==> src/rtl/uart_rx_cmd.sv <==
// uart_rx_cmd: 16x oversampling 8N1 UART receiver for the command path.
// Each good frame yields a one-cycle rx_done pulse and a one-cycle byte on
// cmd_data (00 otherwise); a low stop bit yields a one-cycle frame_err pulse.
module uart_rx_cmd #(
  parameter int CLK_FREQ = 100_000_000,
  parameter int BAUD     = 9600,
  parameter int OVS      = 16
) (
  input  logic       clk,
  input  logic       rst,
  input  logic       rx,
  output logic [7:0] rx_data,
  output logic       rx_done,
  output logic [7:0] cmd_data,
  output logic       frame_err
);

  localparam int DIV = CLK_FREQ / (BAUD * OVS);
  localparam int DW  = (DIV > 1) ? $clog2(DIV) : 1;
  localparam logic [DW-1:0] DIV_LAST = DW'(DIV - 1);

  typedef enum logic [2:0] {
    IDLE,
    START,
    DATA,
    STOP,
    WAIT_HI
  } state_t;

  logic          rx_m, rx_s;
  logic [DW-1:0] div_cnt;
  logic          tick;

  state_t     state, state_nxt;
  logic [3:0] tcnt, tcnt_nxt;
  logic [2:0] bcnt, bcnt_nxt;
  logic [7:0] shreg, shreg_nxt;
  logic [7:0] rx_data_nxt, cmd_data_nxt;
  logic       rx_done_nxt, frame_err_nxt;

  // Two-flop synchroniser on the asynchronous line; resets to the idle level.
  // NOTE: sequential state uses non-blocking assignments so every flop samples
  // pre-edge values, which is what makes the second stage a real second flop.
  always_ff @(posedge clk or posedge rst) begin
    if (rst) begin
      rx_m <= 1'b1;
      rx_s <= 1'b1;
    end else begin
      rx_m <= rx;
      rx_s <= rx_m;
    end
  end

  // Free-running 16x baud tick divider; never cleared by the FSM.
  always_ff @(posedge clk or posedge rst) begin
    if (rst)                   div_cnt <= '0;
    else if (div_cnt == DIV_LAST) div_cnt <= '0;
    else                       div_cnt <= div_cnt + DW'(1);
  end

  assign tick = (div_cnt == DIV_LAST);

  // State, counters, shift register and registered outputs.
  always_ff @(posedge clk or posedge rst) begin
    if (rst) begin
      state     <= IDLE;
      tcnt      <= '0;
      bcnt      <= '0;
      shreg     <= '0;
      rx_data   <= '0;
      cmd_data  <= '0;
      rx_done   <= 1'b0;
      frame_err <= 1'b0;
    end else begin
      state     <= state_nxt;
      tcnt      <= tcnt_nxt;
      bcnt      <= bcnt_nxt;
      shreg     <= shreg_nxt;
      rx_data   <= rx_data_nxt;
      cmd_data  <= cmd_data_nxt;
      rx_done   <= rx_done_nxt;
      frame_err <= frame_err_nxt;
    end
  end

  // Next-state and output decode; pulse outputs default low so they last one clk.
  always_comb begin
    // NOTE: every variable gets a default first so no path can infer a latch.
    state_nxt     = state;
    tcnt_nxt      = tcnt;
    bcnt_nxt      = bcnt;
    shreg_nxt     = shreg;
    rx_data_nxt   = rx_data;
    cmd_data_nxt  = 8'h00;
    rx_done_nxt   = 1'b0;
    frame_err_nxt = 1'b0;

    unique case (state)
      IDLE: begin
        if (!rx_s) begin
          state_nxt = START;
          tcnt_nxt  = '0;
        end
      end

      START: begin
        if (tick) begin
          if (tcnt == 4'd7) begin
            // Mid start bit: still low means a real frame, otherwise a glitch.
            if (!rx_s) begin
              state_nxt = DATA;
              tcnt_nxt  = '0;
              bcnt_nxt  = '0;
            end else begin
              state_nxt = IDLE;
            end
          end else begin
            tcnt_nxt = tcnt + 4'd1;
          end
        end
      end

      DATA: begin
        if (tick) begin
          if (tcnt == 4'd15) begin
            // Right shift: the first (LSB) bit ends up in bit 0 after eight.
            shreg_nxt = {rx_s, shreg[7:1]};
            tcnt_nxt  = '0;
            if (bcnt == 3'd7) state_nxt = STOP;
            else              bcnt_nxt  = bcnt + 3'd1;
          end else begin
            tcnt_nxt = tcnt + 4'd1;
          end
        end
      end

      STOP: begin
        if (tick) begin
          if (tcnt == 4'd15) begin
            if (rx_s) begin
              rx_data_nxt  = shreg;
              cmd_data_nxt = shreg;
              rx_done_nxt  = 1'b1;
              state_nxt    = IDLE;
            end else begin
              frame_err_nxt = 1'b1;
              state_nxt     = WAIT_HI;
            end
          end else begin
            tcnt_nxt = tcnt + 4'd1;
          end
        end
      end

      WAIT_HI: begin
        // A held-low line (break) must not be parsed as a stream of frames.
        if (rx_s) state_nxt = IDLE;
      end

      default: state_nxt = IDLE;
    endcase
  end

endmodule
==> config.mk <==
export PLATFORM = sky130hd
export DESIGN_NAME = uart_rx_cmd
export DESIGN_NICKNAME = d
export VERILOG_FILES = /design/src/rtl/uart_rx_cmd.sv
export SDC_FILE = /design/constraint.sdc
export NUM_CORES = 1
export LEC_CHECK = 0
export ABC_CLOCK_PERIOD_IN_PS = 2000
export CELL_PAD_IN_SITES_DETAIL_PLACEMENT = 2
export CELL_PAD_IN_SITES_GLOBAL_PLACEMENT = 2
export CORE_ASPECT_RATIO = 0.6
export CORE_MARGIN = 10
export CORE_UTILIZATION = 34
export DETAILED_ROUTE_END_ITERATION = 12
export HOLD_SLACK_MARGIN = 0.06
export PLACE_DENSITY = 0.82
export SETUP_SLACK_MARGIN = 0.05
export SLEW_MARGIN = 20
export SYNTH_ARGS = -nofsm -noshare
export SYNTH_HDL_FRONTEND = slang
export SYNTH_SLANG_ARGS = --single-unit
==> constraint.sdc <==
create_clock -name clk -period 2 [get_ports clk]
set_input_delay 0.4 -clock clk [delete_from_list [all_inputs] [get_ports clk]]
set_output_delay 0.4 -clock clk [all_outputs]
set_load 0.05 [all_outputs]
# ---- Word level (Yosys, flattened, before mapping)
# Index checks and enable logic that the tools add are counted.
dict set report op_classes {
  n_addsub 3
  n_eq_ne 20
  muxes 40
  reduce_logical 8
}
# operator n
set op_table {}
lappend op_table {{$mux W3} 16}
lappend op_table {{$mux W8} 4}
lappend op_table {{$mux W4} 7}
lappend op_table {{$ne A2 B2 Y1 const B} 12}
lappend op_table {{$pmux W4 S4} 1}
lappend op_table {{$pmux W3 S5} 1}
lappend op_table {{$add A10 B1 Y10 const B} 1}
lappend op_table {{$eq A10 B10 Y1 const B} 1}
lappend op_table {{$mux W10} 1}
lappend op_table {{$reduce_and A9 Y1} 1}
lappend op_table {{$mux W1} 8}
lappend op_table {{$reduce_and A7 Y1} 1}
lappend op_table {{$eq A3 B2 Y1 const B} 2}
lappend op_table {{$eq A3 B3 Y1 const B} 2}
lappend op_table {{$pmux W3 S2} 1}
lappend op_table {{$reduce_and A5 Y1} 1}
lappend op_table {{$add A4 B1 Y4 const B} 1}
lappend op_table {{$eq A4 B3 Y1 const B} 1}
lappend op_table {{$eq A4 B4 Y1 const B} 1}
lappend op_table {{$reduce_and A4 Y1} 1}
lappend op_table {{$reduce_bool A4 Y1} 1}
lappend op_table {{$add A3 B1 Y3 const B} 1}
lappend op_table {{$eq A3 B1 Y1 const B} 1}
lappend op_table {{$logic_not A3 Y1} 1}
lappend op_table {{other kinds (3)} 3}
dict set report word_totals {
  ff_bits 48
  input_bits 3
  out_inout_bits 18
}

# ---- Depth between registers and ports, before layout
dict set report logic_depth {
  word_depth 5
  depth_mapped 8
  depth_no_buf 7
}

# ---- Worst setup path after synthesis
# Ideal clock, no wire load.
dict set report synth_timing {
  path_type {register to register}
  from {register div_cnt[0]}
  to {register bcnt[0]}
  setup_time_ns 0.128
  arrival_ns 1.782
  setup_slack_ns 0.091
  path_stages_with_launch 9
  n_path_buf 1
  synth_period_minus_slack_ns 1.909
  cell_sequence {dfrtp_1 inv_1 ha_1 nand3b_1 nor4_1 buf_2 a21oi_1 nor4_4 mux2_1}
}
dict set report synth_between {
  elab_chain_cells 3
  elab_cells_between_ends 4
  cone_classes {eq/ne: 3; reduce/logical: 1}
}
# item line_no
set synth_lines {}
lappend synth_lines {{from (decl)} 31} ;# logic [DW-1:0] div_cnt;
lappend synth_lines {{from (signal assigned)} 58} ;# else div_cnt <= div_cnt + DW'(1);
lappend synth_lines {{$eq A10 B10 Y1 (*)} 61} ;# assign tick = (div_cnt == DIV_LAST);
lappend synth_lines {{$ne A2 B2 Y1 (no line)} -}
lappend synth_lines {{$reduce_and A7 Y1 (no line) (*)} -}
lappend synth_lines {{to (signal assigned)} 77} ;# bcnt <= bcnt_nxt;
lappend synth_lines {{to (decl)} 36} ;# logic [2:0] bcnt, bcnt_nxt;
# Mark *: on every way between the ends. The rest lies on a longest branch, timed or not.
# A chain may end at the register's enable or synchronous reset.

# ---- Worst setup path in the final report
dict set report layout_timing {
  from {register tcnt[3]}
  to {register state[2]}
}
dict set report layout_between {
  elab_chain_cells 3
  elab_cells_between_ends 6
  cone_classes {eq/ne: 5; reduce/logical: 1}
}
# item line_no
set layout_lines {}
lappend layout_lines {{from (decl)} 35} ;# logic [3:0] tcnt, tcnt_nxt;
lappend layout_lines {{from (signal assigned)} 76} ;# tcnt <= tcnt_nxt;
lappend layout_lines {{$eq A4 B4 Y1 or $eq A4 B3 Y1 (tied branches)} {125, 139, 108}}
lappend layout_lines {{$ne A2 B2 Y1 (no line)} -}
lappend layout_lines {{$reduce_and A9 Y1 (no line) (*)} -}
lappend layout_lines {{to (signal assigned)} 75} ;# state <= state_nxt;
lappend layout_lines {{to (decl)} 34} ;# state_t state, state_nxt;
# Marked as above.

==> impl_metrics.json <==
{
  "fp.dieH_um": 82.7,
  "cts.reportedPaths.clkPinSlew_ns": 0.09,
  "insertedDiodeCount": 0,
  "grt_usage": 0.135,
  "clkPwrFrac": 0.460,
  "core_area_um2": 6250,
  "rr_worst_depth": 5,
  "p_switching_mw": 0.387,
  "area_growth_pct": 29.6,
  "grt_overflow": 0,
  "drcViolationCount": 0,
  "hold_path_startpoint": "rx_m$_DFF_PP1_",
  "startpoint_type": "flop",
  "fin_area_um2": 2890,
  "crit_arrival_ns": 2.19,
  "grt_pass1_wl_um": 10800,
  "syn_area_per_cell_um2": 11.4,
  "drv_slew": 0,
  "synth_nets": 204,
  "dp.cells": 316,
  "intPower_mw": 1.48,
  "ant_nets": 0,
  "cts_buffers": 5,
  "status": "finished, final reports clean",
  "layout_common_cells": "45 x dfrtp_1, 30 x buf_4, 16 x nor2_1",
  "gp_congestion": 0.790,
  "switching_share": 0.207,
  "final_common_cell": "dfrtp_1",
  "relSlewSlack": 0.647,
  "initial_core_util": 0.357,
  "cp-end-kind": "flop",
  "hpwlAfterDp_um": 4900,
  "netlist_instances": 196,
  "setup-tns-final_ns": 0,
  "synth_edf_count": 0,
  "drive_gt1_frac": 0.254,
  "max-vdd-ir-drop_mv": 0.286,
  "yosys_warnings": 0,
  "worst_pin_slew_ns": 0.528,
  "drtPass1Iterations": 4,
  "dieArea_um2": 10300,
  "powerDensity_nw_per_um2": 647,
  "final_cells": 328,
  "viasPerCell": 5.11,
  "pwr-share-seq": 0.521,
  "max_freq_mhz": 514,
  "crit_required_ns": 2.25,
  "via_count": 1676,
  "grt_max_degree": 31,
  "period_share": 0.972,
  "rows": 22,
  "antenna_found_initial": 0,
  "async_flop_share": 1.00,
  "finalSetupViolations": 0,
  "clkSinkCount": 48,
  "synth.area.top_cells": "dfrtp_1 52%, nor2_1 2.9%, and2_1 2.8%",
  "io_buffers": 20,
  "timing.final.hold_violations": 0,
  "synth_top_area_frac": 0.516,
  "ctsHtreeMaxLevel": 2,
  "placed_area_um2": 2680,
  "nets": 251,
  "min_to": "rx_s$_DFF_PP1_",
  "cts_root_buf": "clkbuf_8",
  "rsz0062_at_grt": "yes",
  "yosys.area.top_type": "dfrtp_1",
  "yosysSeqAreaShare": 0.540,
  "ys.flop_type": "dfrtp_1",
  "drt-wirelength-per-cell_um": 20.8,
  "die_x_um": 125,
  "crit_fanout": 2,
  "wl_um": 6830,
  "leakage_nw": 1.48,
  "comb_power_share": 0.018,
  "reg2reg_slack_ns": 0.06,
  "cts_buffer_depth": 2,
  "power.total_mw": 1.87,
  "min_path_type": "flop to flop",
  "drt_iter0_drc": 52,
  "drv_cap": 0,
  "clock_skew_ns": 0.0106,
  "hold_ws_ns": 0.366,
  "cts_tree": "yes",
  "fin_crit_ns": 1.94,
  "num_io_pins": 21,
  "grt_pass1_vias": 1970,
  "reg2reg_to": "state[2]$_DFFE_PP0P_",
  "worstSkewPairLatency_ns": 0.32,
  "crit_type": "flop to flop",
  "ys_seq_elements": 48,
  "synthDistinctLibCells": 47,
  "timing.rr.start": "tcnt[3]$_DFFE_PP0P_",
  "hold_depth": 0,
  "synth_area_um2": 2230
}
==> logic make-up (layout without fill, tap and decap cells) <==
kind of cell,after synthesis,after routing,share of synthesized area
compound gates,28,28,0.0960
xor+xnor,9,9,0.0438
fa+ha+maj,5,5,0.0281
buf+inv,20,68,0.0426
flops,48,48,0.540
mux,14,14,0.0679
simple gates,72,72,0.182
==> timing repair <==
action / 4_1_cts / 5_1_grt
gates resized for setup: 5 / 11
gates cloned: 0 / 0
endpoints found under the setup margin: 11 / 16
buffers inserted: 1 / 3
hold buffers: 0 / 0
hold endpoints to repair: 0 / 0
==> critical path: stages, from the launching register on <==
cell and delay (ns):
dfrtp_1 0.45, xnor2_4 0.22, nand3_4 0.09, o311a_4 0.38, or4b_1 0.56, a21oi_2 0.17
==> registers in the layout, summed over array words and instances, names as in the netlist <==
signal,count
bcnt,3
cmd_data,8
div_cnt,10
frame_err,1
rx_data,8
rx_done,1
rx_m,1
rx_s,1
shreg,8
state,3
tcnt,4
==> power by group through the flow <==
stage / clock network, mW / registers, mW / logic, mW
finish: 0.860 / 0.975 / 0.0345
global route: 0.926 / 0.975 / 0.0396
CTS: 0.873 / 0.975 / 0.0358
detailed placement: 0 / 0.994 / 0.0356
global placement: 0 / 0.993 / 0.0343
floorplan: 0 / 0.993 / 0.0190
==> through the flow <==
step / utilization / setup slack (ns)
after floorplan: - / 0.0907
after global placement: 0.429 / 0.149
after detailed placement: 0.429 / 0.0105
after CTS: 0.454 / 0.0614
after global routing: 0.463 / -0.0218
final: 0.463 / 0.0551
==> cell usage after synthesis, types with 2 or more instances <==
library cell / instances
inv_1: 9
a21oi_1: 6
clkbuf_1: 5
and3_1: 4
o41ai_1: 2
nand2b_1: 3
buf_4: 3
nor2_1: 17
nand3_1: 7
or2_1: 2
mux2i_1: 5
a21o_1: 8
dfstp_2: 2
dfrtp_1: 46
mux2_1: 4
ha_1: 5
o21ai_0: 2
mux2_2: 5
nor3_1: 4
nand2_1: 14
and2_1: 10
o22ai_1: 2
xnor2_1: 7
==> how the worst max path moves through the flow <==
| stage | from | slack [ns] | cells after the start | endpoint |
|---|---|---|---|---|
| 2_1_floorplan | div_cnt[0]$_DFF_PP0_ | 0.09 | 8 | bcnt[0]$_DFFE_PP0P_ |
| 3_3_place_gp | div_cnt[0]$_DFF_PP0_ | 0.15 | 8 | rx_data[3]$_DFFE_PP0P_ |
| 3_5_place_dp | div_cnt[0]$_DFF_PP0_ | 0.01 | 8 | rx_data[0]$_DFFE_PP0P_ |
| 4_1_cts | rx_data[7]$_DFFE_PP0P_ | 0.06 | 1 | rx_data[7] |
| 5_1_grt | bcnt[1]$_DFFE_PP0P_ | -0.02 | 6 | state[2]$_DFFE_PP0P_ |
| 6_report | tcnt[3]$_DFFE_PP0P_ | 0.06 | 5 | state[2]$_DFFE_PP0P_ |
==> area by class of cell <==
type | instances | area [µm²]
clock inverters | 2 | 60.1
fillers | 624 | 3360
well taps | 84 | 105
multi-input cells | 128 | 966
repair buffers | 51 | 448
inverters | 9 | 33.8
clock buffers | 6 | 72.6
flip-flops and latches | 48 | 1200
==> layer usage <==
metal | track usage | vias up | wire length (µm)
met5 | 0 | - | 0
met4 | 0.0532 | 0 | 74
met3 | 0.0407 | 9 | 224
met2 | 0.225 | 18 | 3340
met1 | 0.164 | 886 | 3190
li1 | - | 763 | -
Power figures use the tool's default switching activity.
